<file path="src/rtl/perf_cnt_pckg.sv">
// Purpose: shared constants for the perf-counter bank (counter geometry, CTRL bits, word map).
// Latency: n/a (constants and a pure address helper only).
// Backpressure: n/a. Optional feature macro PERF_CNT_SNAPSHOT_EN is consumed by perf_cnt_cell.
package perf_cnt_pckg;

  // Counter geometry
  localparam int C_PERF_CNT_WDT      = 48;
  localparam int C_PERF_CNT_WORD_CNT = 3;
  localparam int C_PERF_CNT_CNT      = 5;
  localparam int C_REG_WDT           = 32;

  // Counter index of each event source
  localparam int C_PERF_RUN_OFFS         = 0;
  localparam int C_PERF_COMP_OFFS        = 1;
  localparam int C_PERF_STREAM_C2H_OFFS  = 2;
  localparam int C_PERF_STREAM_H2C_OFFS  = 3;
  localparam int C_PERF_CACHE_STALL_OFFS = 4;

  // Byte address of counter 0 CTRL in the regmap
  localparam logic [31:0] C_PERF_RUN_CTRL_REG_ADDR = 32'h0000_0200;

  // CTRL word bit positions
  localparam int C_PERF_CTRL_EN_BIT  = 0;
  localparam int C_PERF_CTRL_CLR_BIT = 1;
  localparam int C_PERF_CTRL_OVF_BIT = 2;

  // Word offsets within one counter's three-word group
  localparam int C_PERF_WORD_CTRL = 0;
  localparam int C_PERF_WORD_L    = 1;
  localparam int C_PERF_WORD_UH   = 2;

  // Byte address of word 'word' of counter 'idx'
  function automatic logic [31:0] perf_word_addr(input logic [31:0] base,
                                                 input int          idx,
                                                 input int          word);
    return base + 32'((C_PERF_CNT_WORD_CNT * idx + word) * 4);
  endfunction

endpackage

</file>
<file path="src/rtl/perf_cnt_cell.sv">
// Purpose: one event counter with EN / self-clearing CLR / sticky OVF and an optional UH shadow.
// Latency: count and CTRL writes land at the sampling edge; outputs are straight from flops.
// Backpressure: none; every event cycle with EN=1 counts. Shadow built only with PERF_CNT_SNAPSHOT_EN.
module perf_cnt_cell #(
  parameter int C_CNT_WDT = perf_cnt_pckg::C_PERF_CNT_WDT,
  parameter int C_REG_WDT = perf_cnt_pckg::C_REG_WDT
) (
  input  logic                           clk,
  input  logic                           rst_n,
  input  logic                           evt,
  input  logic                           ctrl_wr,
  input  logic                           wr_en_val,
  input  logic                           wr_clr,
  input  logic                           l_rd,
  output logic                           en,
  output logic                           ovf,
  output logic [C_REG_WDT-1:0]           lo_word,
  output logic [C_CNT_WDT-C_REG_WDT-1:0] hi_word
);
  import perf_cnt_pckg::*;

  localparam int C_HI_WDT = C_CNT_WDT - C_REG_WDT;

  logic [C_CNT_WDT-1:0] cnt;
  logic [C_CNT_WDT-1:0] cnt_nxt;
  logic                 ovf_nxt;

  // Next count: the current (pre-write) EN governs this cycle's event; CLR overrides everything
  always_comb begin
    cnt_nxt = cnt;
    ovf_nxt = ovf;
    if (en && evt) begin
      cnt_nxt = cnt + C_CNT_WDT'(1);
      if (&cnt) begin
        ovf_nxt = 1'b1;
      end
    end
    if (ctrl_wr && wr_clr) begin
      cnt_nxt = '0;
      ovf_nxt = 1'b0;
    end
  end

  // Counter, overflow flag and enable state
  always_ff @(posedge clk or negedge rst_n) begin
    if (!rst_n) begin
      cnt <= '0;
      ovf <= 1'b0;
      en  <= 1'b0;
    end else begin
      cnt <= cnt_nxt;
      ovf <= ovf_nxt;
      if (ctrl_wr) begin
        en <= wr_en_val;
      end
    end
  end

  assign lo_word = cnt[C_REG_WDT-1:0];

`ifdef PERF_CNT_SNAPSHOT_EN
  logic [C_HI_WDT-1:0] shadow;

  // Capture the upper half when L is read so L-then-UH forms one coherent 48-bit sample
  always_ff @(posedge clk or negedge rst_n) begin
    if (!rst_n) begin
      shadow <= '0;
    end else if (l_rd) begin
      shadow <= cnt[C_CNT_WDT-1:C_REG_WDT];
    end
  end

  assign hi_word = shadow;
`else
  logic unused_l_rd;
  assign unused_l_rd = l_rd;
  assign hi_word     = cnt[C_CNT_WDT-1:C_REG_WDT];
`endif

endmodule

</file>
<file path="src/rtl/perf_cnt_bank.sv">
// Purpose: bank of per-source perf counters behind a simple register read/write port.
// Latency: reads return one cycle after reg_rd_en (registered); writes apply at the strobe edge.
// Backpressure: none; a read may be issued every cycle. UH snapshot mode via PERF_CNT_SNAPSHOT_EN.
module perf_cnt_bank #(
  parameter int          C_PERF_CNT_CNT = perf_cnt_pckg::C_PERF_CNT_CNT,
  parameter int          C_PERF_CNT_WDT = perf_cnt_pckg::C_PERF_CNT_WDT,
  parameter int          C_REG_WDT      = perf_cnt_pckg::C_REG_WDT,
  parameter logic [31:0] C_BASE_ADDR    = perf_cnt_pckg::C_PERF_RUN_CTRL_REG_ADDR
) (
  input  logic                      clk,
  input  logic                      rst_n,
  input  logic [C_PERF_CNT_CNT-1:0] perf_evt_in,
  input  logic [31:0]               reg_addr,
  input  logic                      reg_wr_en,
  input  logic [C_REG_WDT-1:0]      reg_wr_data,
  input  logic                      reg_rd_en,
  output logic [C_REG_WDT-1:0]      reg_rd_data,
  output logic                      reg_rd_valid
);
  import perf_cnt_pckg::*;

  localparam int C_HI_WDT = C_PERF_CNT_WDT - C_REG_WDT;

  logic [C_PERF_CNT_CNT-1:0] hit_ctrl;
  logic [C_PERF_CNT_CNT-1:0] hit_l;
  logic [C_PERF_CNT_CNT-1:0] hit_uh;
  logic [C_PERF_CNT_CNT-1:0] ctrl_wr;
  logic [C_PERF_CNT_CNT-1:0] l_rd;
  logic [C_PERF_CNT_CNT-1:0] en;
  logic [C_PERF_CNT_CNT-1:0] ovf;
  logic [C_REG_WDT-1:0]      lo_word [C_PERF_CNT_CNT];
  logic [C_HI_WDT-1:0]       hi_word [C_PERF_CNT_CNT];
  logic [C_REG_WDT-1:0]      rd_mux;

  // Only CTRL EN and CLR are writable; the remaining write bits carry no meaning
  logic unused_wr_bits;
  assign unused_wr_bits = ^reg_wr_data[C_REG_WDT-1:2];

  // Exact-match decode of every mapped word; misaligned or out-of-range addresses hit nothing
  always_comb begin
    hit_ctrl = '0;
    hit_l    = '0;
    hit_uh   = '0;
    for (int i = 0; i < C_PERF_CNT_CNT; i++) begin
      hit_ctrl[i] = (reg_addr == perf_word_addr(C_BASE_ADDR, i, C_PERF_WORD_CTRL));
      hit_l[i]    = (reg_addr == perf_word_addr(C_BASE_ADDR, i, C_PERF_WORD_L));
      hit_uh[i]   = (reg_addr == perf_word_addr(C_BASE_ADDR, i, C_PERF_WORD_UH));
    end
  end

  assign ctrl_wr = {C_PERF_CNT_CNT{reg_wr_en}} & hit_ctrl;
  assign l_rd    = {C_PERF_CNT_CNT{reg_rd_en}} & hit_l;

  for (genvar gi = 0; gi < C_PERF_CNT_CNT; gi++) begin : g_cell
    perf_cnt_cell #(
      .C_CNT_WDT (C_PERF_CNT_WDT),
      .C_REG_WDT (C_REG_WDT)
    ) u_cell (
      .clk       (clk),
      .rst_n     (rst_n),
      .evt       (perf_evt_in[gi]),
      .ctrl_wr   (ctrl_wr[gi]),
      .wr_en_val (reg_wr_data[C_PERF_CTRL_EN_BIT]),
      .wr_clr    (reg_wr_data[C_PERF_CTRL_CLR_BIT]),
      .l_rd      (l_rd[gi]),
      .en        (en[gi]),
      .ovf       (ovf[gi]),
      .lo_word   (lo_word[gi]),
      .hi_word   (hi_word[gi])
    );
  end

  // Read mux over the one-hot decode; CLR always reads back as 0, unmapped reads as 0
  always_comb begin
    rd_mux = '0;
    for (int i = 0; i < C_PERF_CNT_CNT; i++) begin
      if (hit_ctrl[i]) begin
        rd_mux[C_PERF_CTRL_EN_BIT]  = en[i];
        rd_mux[C_PERF_CTRL_OVF_BIT] = ovf[i];
      end
      if (hit_l[i]) begin
        rd_mux = lo_word[i];
      end
      if (hit_uh[i]) begin
        rd_mux = C_REG_WDT'(hi_word[i]);
      end
    end
  end

  // Registered read response; data holds between reads, valid drops at once on reset
  always_ff @(posedge clk or negedge rst_n) begin
    if (!rst_n) begin
      reg_rd_data  <= '0;
      reg_rd_valid <= 1'b0;
    end else begin
      reg_rd_valid <= reg_rd_en;
      if (reg_rd_en) begin
        reg_rd_data <= rd_mux;
      end
    end
  end

endmodule

</file>
<file path="config.mk">
export PLATFORM = sky130hd
export DESIGN_NAME = perf_cnt_bank
export DESIGN_NICKNAME = d
export VERILOG_FILES = /design/src/rtl/perf_cnt_pckg.sv /design/src/rtl/perf_cnt_cell.sv /design/src/rtl/perf_cnt_bank.sv
export SDC_FILE = /design/constraint.sdc
export NUM_CORES = 1
export LEC_CHECK = 0
export CORE_MARGIN = 3
export CORE_UTILIZATION = 25
export DETAILED_ROUTE_END_ITERATION = 10
export PLACE_DENSITY = 0.5
export SETUP_SLACK_MARGIN = 0.1
export SLEW_MARGIN = 15
export SYNTH_ARGS = -nofsm -noshare
export SYNTH_HDL_FRONTEND = slang
export SYNTH_SLANG_ARGS = --single-unit
</file>
<file path="constraint.sdc">
create_clock -name clk -period 3.4 [get_ports clk]
set_clock_uncertainty 0.2 [all_clocks]
set_input_delay 0.34 -clock clk [delete_from_list [all_inputs] [get_ports clk]]
set_output_delay 0.34 -clock clk [all_outputs]
set_load 0.05 [all_outputs]
</file>
Yosys cells after proc, flatten, opt, wreduce, memory -nomap -nowiden --
Cells that the tools add are included. Widths: inputs -> output; s select.
Cells by class: bitwise logic cells 1, add/sub/neg operators 5, reductions and logical operators 30, equality and inequality tests 15, multiplexer cells 45
Operators by type and width (count):
- $eq 32x10->1 const B | 15
- $mux 48 | 10
- $mux 32 | 10
- $add 48x1->48 const B | 5
- $reduce_and 48->1 | 5
- $mux 1 | 25
- $reduce_bool 2->1 | 10
- $logic_and 1x1->1 | 10
- $reduce_and 2->1 | 5
- $and 5x5->5 | 1
Word-level totals: flip-flop bits (word level) 283, input bits 73, logic and storage cells 113, output and inout port bits 33

Longest topological paths before layout --
word-level depth 16, gate-level depth with buffers 9, gate-level depth less buffers 7

Modules after synthesis --
A second synthesis with hierarchy kept.
Unflattened totals: cell total of the unflattened synthesis 2038, area total of the unflattened synthesis 18918.1 µm²
By module, submodules not included:
- perf_cnt_cell | area an instance 3032.9 µm², sequential area each 1251.2 µm², cells each 319, instances 5
- perf_cnt_bank | area an instance 3753.6 µm², sequential area each 825.8 µm², cells each 443, instances 1

Worst setup path before layout --
Ideal clock, no wire load.
path kind input to register, start in reg_addr[0], end reg reg_rd_data[4], cell stages on the path 7, data arrival time 2.254 ns, library setup time 0.094 ns, setup slack 0.853 ns, required time 3.106 ns, buffers on the path 2, cell sequence buf_4 or4b_1 buf_2 nor4_2 a222oi_1 o41a_1 a221oi_2
On the way: cells in the longest elaborated chain, start to end 11, elaborated cells on any way between the ends 20, classes of those cells eq/ne (10); mux (10)
Ends and longest elaborated chain:
- start: declaration | RTL line perf_cnt_bank.sv:13 | input logic [31:0] reg_addr,
- $eq 32x10->1 | RTL line perf_cnt_bank.sv:46 | hit_l[i] = (reg_addr == perf_word_addr(C_BASE_ADDR, i, C_PERF_WORD_L));
- $mux 32 | RTL line perf_cnt_bank.sv:81 | if (hit_l[i]) begin
- $mux 32 | RTL line perf_cnt_bank.sv:84 | if (hit_uh[i]) begin
- $mux 32 | RTL line perf_cnt_bank.sv:81
- $mux 32 | RTL line perf_cnt_bank.sv:84
- $mux 32 | RTL line perf_cnt_bank.sv:81
- $mux 32 | RTL line perf_cnt_bank.sv:84
- $mux 32 | RTL line perf_cnt_bank.sv:81
- $mux 32 | RTL line perf_cnt_bank.sv:84
- $mux 32 | RTL line perf_cnt_bank.sv:81
- $mux 32 * | RTL line perf_cnt_bank.sv:84
- end signal: assignment | RTL line perf_cnt_bank.sv:98 | reg_rd_data <= rd_mux;
- end: declaration | RTL line perf_cnt_bank.sv:17 | output logic [C_REG_WDT-1:0] reg_rd_data,
Every way passes the cells marked *; elsewhere a longest branch is shown, timed or not. A chain may end at the register's enable or synchronous reset.

Final worst setup path --
start in reg_addr[5], end reg reg_rd_data[14]
Same word-level chain as after synthesis.

==> impl_metrics.env <==
export IMPL_outcome="finished clean"
export IMPL_p_int_mw=5.84
export IMPL_netlist_area_um2=16200
export IMPL_crit_start="reg_addr[5]"
export IMPL_clock_path_buffers=3
export IMPL_vias_per_cell=5.21
export IMPL_p_per_area_nw_per_um2=381
export IMPL_seqPwrFrac=0.443
export IMPL_antenna_found_initial=1
export IMPL_portBuffers=75
export IMPL_holdCritStartpoint="reg_rd_en"
export IMPL_ys_warn_count=0
export IMPL_whs_path_depth=2
export IMPL_setup_ws_ns=0.375
export IMPL_h_tree_depth=2
export IMPL_final_cell_mix="nor2_1 (306), dfrtp_1 (283), buf_4 (125)"
export IMPL_reg2reg_from="g_cell[3].u_cell.cnt[0]"
export IMPL_p_sw_mw=1.80
export IMPL_layout_drive_gt1_share=0.130
export IMPL_die_h_um=261
export IMPL_gp_congestion=0.947
export IMPL_wl_per_cell_um=20.9
export IMPL_cts_resized=0
export IMPL_synthTopCellsByArea="dfrtp_1 (44%), nor2_1 (7.1%), xor2_1 (6.5%), xnor2_1 (5.5%), nand4_1 (3.6%)"
export IMPL_start_util=0.255
export IMPL_num_vias=14700
export IMPL_synth_top_area_cell="dfrtp_1"
export IMPL_synth_distinct_cells=76
export IMPL_syn_area_per_cell_um2=9.08
export IMPL_clkLatencyLatePin_ns=0.57
export IMPL_fin_hold_ws_ns=0.142
export IMPL_dp_hpwl_um=44300
export IMPL_startpoint_type="input pin"
export IMPL_hold_class="input pin to register"
export IMPL_r2r_cells=8
export IMPL_cts_buffers=36
export IMPL_cts_clk_slew_worst_paths_ns=0.06
export IMPL_synthFlopType="dfrtp_1"
export IMPL_core_area_um2=63500
export IMPL_setup_violations=0
export IMPL_p_leak_nw=8.07
export IMPL_crit_path_max_incr_delay_ns=0.82
export IMPL_r2r_setup_slack_ns=0.63
export IMPL_dieArea_um2=67900
export IMPL_io_pins=106
export IMPL_p_sw_frac=0.235
export IMPL_clock_sink_count=283
export IMPL_clkPwrFrac=0.514
export IMPL_nets=2021
export IMPL_syn_num_nets=1862
export IMPL_synthCells=1784
export IMPL_final_common_cell="nor2_1"
export IMPL_cts_root_buf="clkbuf_16"
export IMPL_path_class="input pin to register"
export IMPL_synth_edf_count=0
export IMPL_pre_cts_ws_ns=-0.204
export IMPL_async_flop_share=1.00
export IMPL_area_growth_pct=23.8
export IMPL_holdBufCountCts=1
export IMPL_antennaDiodeCount=0
export IMPL_slowest_stage="or4b_2"
export IMPL_endpoint_kind="register"
export IMPL_peakVddDrop_uv=299
export IMPL_worst_r2r_endpoint="g_cell[3].u_cell.cnt[16]"
export IMPL_cap_violations=0
export IMPL_worst_ep_required_time_ns=3.69
export IMPL_p_comb_frac=0.043
export IMPL_max_slew_margin_rel=0.363
export IMPL_worst_slew_pin_slew_ns=0.951
export IMPL_grt_setup_unrepaired="false"
export IMPL_fin_crit_ns=3.02
export IMPL_crit_fanout=4
export IMPL_slew_viol_final=0
export IMPL_critPathMostFrequentCell="buf_4"
export IMPL_fmax_mhz=331
export IMPL_grt_pass1_wl_um=91400
export IMPL_hold_end="reg_rd_data[13]"
export IMPL_die_w_um=261
export IMPL_cts_setup_buffers=0
export IMPL_grt_max_degree=84
export IMPL_cts_tree="done"
export IMPL_ys_ff_latch=283
export IMPL_final_antenna_net_count=0
export IMPL_cp_data_arrival_time_ns=3.31
export IMPL_grt_overflow=0
export IMPL_rows=92
export IMPL_synth_top_cell_area_share=0.437
export IMPL_drc=0
export IMPL_firstDrtPassIters=5
export IMPL_first_global_vias=14600
export IMPL_routed_wirelength_um=58900
export IMPL_first_iter_violations=1461
export IMPL_finalHoldViolations=0
export IMPL_path_cells="clkdlybuf4s50_1 -> or4b_2 -> buf_4 -> a21oi_1 -> buf_4 -> a221oi_1 -> buf_4 -> nor4_1 -> buf_4 -> a211oi_1 -> buf_4 -> o21ai_0"
export IMPL_post_route_period_util=0.890
export IMPL_globalRouteTotalUtil=0.174
export IMPL_yosysSeqAreaShare=0.437
-- cell usage after synthesis, types with 35 or more instances --
cell	instances
nand3_1	112
a21oi_1	42
xnor2_1	102
nand2_1	115
nor4_1	35
dfrtp_1	283
nor3_1	42
nor2_1	308
nand4_1	92
clkbuf_1	67
o21ai_0	54
inv_1	39
xor2_1	121
-- cell families after synthesis --
| family | Yosys count | share of synthesized area |
|---|---|---|
| AOI/OAI and AO/OA | 280 | 0.130 |
| xor gates and xnor gates | 223 | 0.121 |
| adders and majority gates | 5 | 0.00386 |
| buffers and inverters | 130 | 0.0335 |
| DFF | 283 | 0.437 |
| muxes | 11 | 0.00795 |
| and+or+nand+nor | 852 | 0.267 |
-- critical path, delay by kind of cell --
kind            cells  cell delay (ns)
simple gates        2             1.30
compound gates      4             0.37
buf+inv             6             1.30
-- state kept, by name, summed over array words and instances, names as in the netlist --
register           cells
g_cell.u_cell.en       5
reg_rd_valid           1
g_cell.u_cell.cnt    240
reg_rd_data           32
g_cell.u_cell.ovf      5
-- cell type report --
type | instances | area [um2]
fill | 6630 | 43500
timing repair buffer | 212 | 1920
inverter | 39 | 146
sequential | 283 | 7080
clock inverter | 15 | 178
clock buffer | 49 | 1020
multi-input combinational | 1371 | 8650
tap | 846 | 1060
-- stage by stage --
stage,power [mW],instances,utilization,setup TNS (ns),area (um2)
final,7.64,2815,0.316,0,20100
after global routing,7.91,2815,0.316,0,20100
after CTS,7.75,2815,0.316,0,20100
after detailed placement,3.77,2750,0.297,-0.459,18800
after global placement,3.77,2750,0.297,-0.665,18800
after floorplan,3.55,1784,-,0,16200
-- routing by layer --
layer | share of wire | routed length (um) | GRT usage | vias to the layer above
met5 | 0 | 0 | 0 | -
met4 | 0.035 | 2040 | 0.0596 | 0
met3 | 0.053 | 3130 | 0.0232 | 92
met2 | 0.45 | 26400 | 0.274 | 478
met1 | 0.46 | 27400 | 0.246 | 7296
li1 | - | - | - | 6789
-- worst max path at each step --
stage / to / slack (ns) / cells after the start
detailed placement: reg_rd_data[14] / -0.20 / 12
global placement: reg_rd_data[6] / -0.27 / 10
finish: reg_rd_data[14] / 0.38 / 12
CTS: reg_rd_data[14] / 0.37 / 12
global route: reg_rd_data[14] / 0.18 / 12
floorplan: reg_rd_data[4] / 0.85 / 7
-- power groups by stage --
stage	Clock [mW]	Sequential [mW]	Combinational, mW
floorplan	0	3.47	0.0747
global placement	0	3.44	0.327
detailed placement	0	3.44	0.329
CTS	4.03	3.38	0.332
global route	4.17	3.38	0.355
finish	3.93	3.38	0.326
(Power assumes the default switching activity.)
